**config.mk**
```make
export PLATFORM = sky130hd
export DESIGN_NAME = cdb_arbiter
export DESIGN_NICKNAME = d
export VERILOG_FILES = /design/src/rtl/cdb_arbiter.sv
export SDC_FILE = /design/constraint.sdc
export NUM_CORES = 1
export LEC_CHECK = 0
export BUFFER_PORTS_ARGS = -buffer_cell sky130_fd_sc_hd__buf_2
export CAP_MARGIN = 10
export CORE_AREA = 2 2 141 143
export DETAILED_ROUTE_END_ITERATION = 8
export DIE_AREA = 0 0 143 145
export SLEW_MARGIN = 20
export SYNTH_ARGS = -nofsm -noshare
export SYNTH_HDL_FRONTEND = slang
export SYNTH_SLANG_ARGS = --single-unit
```
**constraint.sdc**
```tcl
create_clock -name clock -period 2.8 [get_ports clock]
set_clock_uncertainty 0.1 [all_clocks]
set_input_delay 0.14 -clock clock [delete_from_list [all_inputs] [get_ports clock]]
set_output_delay 0.14 -clock clock [all_outputs]
set_load 0.005 [all_outputs]
```
**src/rtl/cdb_arbiter.sv**
```systemverilog
// Common data bus arbiter: round-robin grant among functional-unit result ports,
// with a one-cycle registered broadcast of the winner's tag, value and branch outcome.
module cdb_arbiter #(
  parameter int unsigned NUM_FU    = 4,
  parameter int unsigned ROB_TAG_W = 5,
  parameter int unsigned XLEN_P    = 32
) (
  input  logic                          clock,
  input  logic                          reset,
  input  logic                          squash,
  input  logic [NUM_FU-1:0]             fu_done,
  input  logic [NUM_FU*ROB_TAG_W-1:0]   fu_rob_tag,
  input  logic [NUM_FU*XLEN_P-1:0]      fu_v,
  input  logic [NUM_FU-1:0]             fu_take_branch,
  input  logic [NUM_FU*XLEN_P-1:0]      fu_branch_loc,
  output logic [NUM_FU-1:0]             ack,
  output logic                          cdb_valid,
  output logic [ROB_TAG_W-1:0]          cdb_rob_tag,
  output logic [XLEN_P-1:0]             cdb_v,
  output logic                          cdb_take_branch,
  output logic [XLEN_P-1:0]             cdb_branch_loc
);

  localparam int unsigned PTR_W = (NUM_FU > 1) ? $clog2(NUM_FU) : 1;

  logic [PTR_W-1:0]     rr_ptr;
  logic [PTR_W-1:0]     grant_idx;
  logic                 grant_valid;
  logic                 grant_en;

  logic [ROB_TAG_W-1:0] tag_a [NUM_FU];
  logic [XLEN_P-1:0]    v_a   [NUM_FU];
  logic [XLEN_P-1:0]    loc_a [NUM_FU];

  // Unpack the flat per-FU buses into arrays indexed by FU number
  always_comb begin
    for (int unsigned i = 0; i < NUM_FU; i++) begin
      tag_a[i] = fu_rob_tag[i*ROB_TAG_W +: ROB_TAG_W];
      v_a[i]   = fu_v[i*XLEN_P +: XLEN_P];
      loc_a[i] = fu_branch_loc[i*XLEN_P +: XLEN_P];
    end
  end

  // First ready FU at or after rr_ptr, wrapping modulo NUM_FU
  always_comb begin : rr_search
    int unsigned idx;
    grant_valid = 1'b0;
    grant_idx   = '0;
    idx         = 0;
    for (int unsigned k = 0; k < NUM_FU; k++) begin
      idx = (32'(rr_ptr) + k) % NUM_FU;
      if (!grant_valid && fu_done[PTR_W'(idx)]) begin
        grant_valid = 1'b1;
        grant_idx   = PTR_W'(idx);
      end
    end
  end

  // Reset and squash both suppress the grant in the same cycle
  always_comb begin
    grant_en = grant_valid && !reset && !squash;
    ack      = '0;
    if (grant_en) begin
      ack = NUM_FU'(1) << grant_idx;
    end
  end

  always_ff @(posedge clock) begin
    if (reset) begin
      rr_ptr          <= '0;
      cdb_valid       <= 1'b0;
      cdb_rob_tag     <= '0;
      cdb_v           <= '0;
      cdb_take_branch <= 1'b0;
      cdb_branch_loc  <= '0;
    end else if (grant_en) begin
      rr_ptr          <= (grant_idx == PTR_W'(NUM_FU - 1)) ? '0 : grant_idx + PTR_W'(1);
      cdb_valid       <= 1'b1;
      cdb_rob_tag     <= tag_a[grant_idx];
      cdb_v           <= v_a[grant_idx];
      cdb_take_branch <= fu_take_branch[grant_idx];
      cdb_branch_loc  <= loc_a[grant_idx];
    end else begin
      cdb_valid       <= 1'b0;
      cdb_rob_tag     <= '0;
      cdb_v           <= '0;
      cdb_take_branch <= 1'b0;
      cdb_branch_loc  <= '0;
    end
  end

endmodule

```
Word level (Yosys, flattened, before mapping)
Index checks and enable logic that the tools add are counted.
{ "classes": {"add_sub_neg": 4, "eq_ne": 1, "shift": 1, "magnitude_cmp": 6, "bitwise": 2, "reduce_logical": 11, "n_mux": 30} }
{ "ops": {"columns": ["operator", "count"], "rows": [
  ["$bmux W32 S2", 2],
  ["$mux W32", 4],
  ["$lt A2 B3 Y1 const B", 5],
  ["$bmux W1 S2", 5],
  ["$bmux W5 S2", 1],
  ["$mux W1", 10],
  ["$mux W2", 5],
  ["$mux W5", 2],
  ["$logic_and A1 B1 Y1", 5],
  ["$logic_not A1 Y1", 5],
  ["$add A2 B1 Y2 const B", 2],
  ["$add A2 B2 Y2 const B", 2],
  ["$mux W4", 1],
  ["$shl A1 B2 Y4 const A", 1],
  ["$ge A3 B3 Y1 const B", 1],
  ["$not A2 Y3", 1],
  ["$eq A2 B2 Y1 const B", 1],
  ["$reduce_or A2 Y1", 1],
  ["$not A1 Y1", 1]
]} }
{ "word_totals": {"input_bits": 287, "register_bits": 73, "output_inout_bits": 75, "elab_cells": 61} }

Depth between registers and ports, before layout
{ "logic_depth": {"ltp_word": 16, "mapped_depth": 8} }

Least setup slack after synthesis
No wires, ideal clock.
{ "synth_path": {"path_kind": "register to register", "start": "register rr_ptr[1]", "end": "register cdb_branch_loc[0]", "arrival_time_ps": 1459, "setup_slack_ps": 1108, "t_required_ps": 2566, "setup_time_ps": 134, "period_less_slack_ps": 1692, "stages_incl_launch_ff": 9, "path_cell_list": "dfxtp_1 -> buf_2 -> nand2b_1 -> a21o_1 -> and2_1 -> buf_2 -> clkbuf_1 -> a22oi_1 -> o22ai_1"} }
{ "synth_between": {"elab_chain_len": 16} }
{ "synth_rtl": {"columns": ["element", "line", "text"], "rows": [
  ["start, declared", "26", "logic [PTR_W-1:0] rr_ptr;"],
  ["start signal, assigned", "77", "rr_ptr <= (grant_idx == PTR_W'(NUM_FU - 1)) ? '0 : grant_idx + PTR_W'(1);"],
  ["parallel branches: the longest is 16 deep, another holds $add A2 B1 Y2", null, null],
  ["end signal, assigned", "82", "cdb_branch_loc <= loc_a[grant_idx];"],
  ["end, declared", "21", "output logic [XLEN_P-1:0] cdb_branch_loc"]
]} }
Several ways; the timed one is not identified. The select of a mux whose other input is x is not followed.
A chain may end at the register's enable or synchronous reset.

Final worst setup path
{ "layout_path": {"start": "register rr_ptr[0]", "end": "register cdb_branch_loc[14]"} }
The elaborated chain is that of the path after synthesis.

==> results.py <==
metrics = {
    "outcome": {
        "status": "completed",
    },
    "global_routing": {
        "grt.overflow.total": 0,
        "first_global_vias": 5329,
        "grt_pass1_wl_um": 26400,
        "grtUsageTotal": 0.164,
        "grt_start_max_net_pins": 74,
        "antenna_found_initial": 0,
    },
    "floorplanning": {
        "die_x_um": 143,
        "rows": 51,
        "pin_count": 362,
        "dieArea_um2": 20700,
        "die_h_um": 145,
        "coreArea_um2": 19200,
        "start_util": 0.184,
    },
    "synthesis": {
        "ys_warn_count": 0,
        "seq_area_frac_synth": 0.415,
        "syn_area_um2": 3520,
        "ys_types": 23,
        "synth_area_per_cell_um2": 9.87,
        "synth_seq_cells": 73,
        "synthCells": 357,
        "synth_nets": 644,
    },
    "setup_path": {
        "worstSetupEndpointType": "flip-flop",
        "startpoint": "rr_ptr[0]",
        "cpPeakStageDelay_ns": 0.57,
        "start_kind": "flip-flop",
        "required_ns": 2.91,
        "r2r-start": "rr_ptr[0]",
        "critPathMaxFanout": 16,
        "cp_slowest_cell": "dlygate4sd3_1",
        "cpMostUsedCell": "o22ai_1",
        "cp_cell_sequence": "o22ai_1 > a211o_4 > buf_4 > mux2i_1 > dlygate4sd3_1 > o22ai_1",
        "cp_data_arrival_time_ns": 2.72,
        "criticalPathCategory": "reg2reg",
    },
    "clock_network": {
        "clk_transition_reported_paths_ns": 0.06,
        "cts_max_path_buffers": 2,
        "post-cts-setup-buffers": 0,
        "clk_latency_ns": 0.33,
        "cts_made_buffers": 9,
        "h-tree-depth": 3,
        "clock_sinks": 73,
        "cts_tree": "yes",
        "root_buffer": "clkbuf_16",
    },
    "place": {
        "hpwlAfterDp_um": 11600,
        "port_buffers": 361,
        "place.gp.congestion": 0.745,
        "post-place-ws_ns": 0.645,
    },
    "timing": {
        "tightest_slew_ns": 0.531,
        "slew_headroom": 0.646,
        "rsz0062_at_grt": "false",
        "drv_slew": 0,
        "final.setup.tns_ns": 0,
        "setup_viol_count_final": 0,
        "fmax_ghz": 0.384,
        "min_period_over_period": 0.931,
        "setup_slack_ns": 0.193,
        "final_hold_viol_count": 0,
        "period_needed_ns": 2.61,
    },
    "route": {
        "drt_iter0_drc": 199,
        "vias_per_cell": 4.55,
        "drt-total-wl_um": 18100,
        "vias": 5038,
        "postRouteAntennaNets": 0,
        "avgRoutedWirePerCell_um": 16.4,
        "firstDrtPassIters": 6,
        "drc": 0,
    },
    "finish": {
        "syn_to_final_growth_pct": 108,
        "drive_above_1_share": 0.466,
        "layout_common_cells": "361 x buf_2, 138 x dlygate4sd3_1, 73 x dfxtp_1",
        "antennaDiodeCount": 0,
        "final_common_cell": "buf_2",
        "nets": 1124,
        "n_fill_cell": 1891,
    },
    "power_and_ir_drop": {
        "cellPowerDensity_nw_per_um2": 471,
        "p_int_uw": 2560,
        "ir_drop_v": 0.000256,
        "seq_power_share": 0.329,
        "switchingPower_uw": 889,
        "cellLeakagePower_uw": 0.00369,
        "pwr-share-comb": 0.276,
        "clock_power_share": 0.395,
        "power_switching_share": 0.258,
    },
    "run": {
        "cap_violations": 0,
    },
    "min_path": {
        "min_from": "fu_v[74]",
        "holdCritPathClass": "in2reg",
    },
}
[routing by layer]
metal / share of wire / up-vias / global-route usage
met4: 0.030 / 0 / 0.0668
met5: 0 / - / 0
met1: 0.37 / 2353 / 0.164
met2: 0.53 / 266 / 0.313
li1: - / 2380 / -
met3: 0.071 / 39 / 0.0439
[critical path, delay by kind of cell (launching register included)]
kind / cells / cell delay (ns)
mux: 1 / 0.22
buf+inv: 2 / 0.88
flops: 1 / 0.35
compound gates: 3 / 0.91
[worst paths after layout]
kind	cells past startpoint	slack [ns]	end
hold / removal	3	0.02	cdb_v[10]
hold reg to reg	2	0.43	rr_ptr[0]
setup / recovery	6	0.19	cdb_branch_loc[14]
setup reg to reg	6	0.19	cdb_branch_loc[14]
[power by group through the flow]
stage               Sequential (uW)  Clock (uW)  Combinational (uW)
CTS                            1130        1420                 927
floorplan                      1170           0                 348
detailed placement             1160           0                 714
global route                   1140        1450                1030
finish                         1140        1360                 952
global placement               1160           0                 708
[cells in the mapped netlist]
cell	number	area (um2)
buf_2	4	20.0
inv_2	1	3.75
nor2_1	5	18.8
a211o_1	2	17.5
o22ai_1	72	450
inv_1	2	7.51
dfxtp_1	73	1460
a311o_1	1	10.0
clkbuf_1	29	109
nor2b_1	2	12.5
and2_1	1	6.26
nand2_1	5	18.8
and3_1	3	18.8
a21o_1	2	15.0
o21a_1	1	7.51
buf_4	1	7.51
a21oi_1	3	15.0
mux2i_1	70	701
nand2b_1	2	12.5
o221ai_1	1	8.76
o21ba_1	1	10.0
buf_6	6	67.6
a22oi_1	70	526
[stage by stage]
step,total power (uW),area (um2),hold WS (ns),std cells,utilization
5_1_grt,3630,7330,0.00675,1107,0.382
6_report,3450,7330,0.0191,1107,0.382
2_1_floorplan,1510,3520,0.109,357,-
4_1_cts,3480,7320,0.000464,1106,0.381
3_3_place_gp,1860,5590,0.241,952,0.291
3_5_place_dp,1870,5590,0.240,952,0.291
[repair_timing]
item,4_1_cts,5_1_grt
gates resized for setup,0,0
endpoints found under the setup margin,0,18
hold endpoints to repair,65,0
hold buffers,138,0
[state kept, by name, indices dropped and copies added, names as in the netlist]
| signal | count |
|---|---|
| rr_ptr | 2 |
| cdb_rob_tag | 5 |
| cdb_branch_loc | 32 |
| cdb_take_branch | 1 |
| cdb_valid | 1 |
| cdb_v | 32 |
[cell families (layout without fill, tap and decap cells)]
logic type	Yosys count	after routing	synth area share
DFF	73	73	0.415
buffers and inverters	43	527	0.0611
muxes	70	70	0.199
and+or+nand+nor	18	18	0.0249
AOI/OAI and AO/OA	153	154	0.301
[cell type report]
class | instances | area [um2] | area share
multi-input cells | 242 | 1870 | 0.256
well taps | 265 | 332 | 0.0452
clock buffers | 11 | 243 | 0.0331
repair buffers | 508 | 3310 | 0.451
clock inverters | 5 | 103 | 0.0140
flip-flops and latches | 73 | 1460 | 0.199
inverters | 3 | 11.3 | 0.00154
Note: power is estimated with default switching activity, not from simulation.
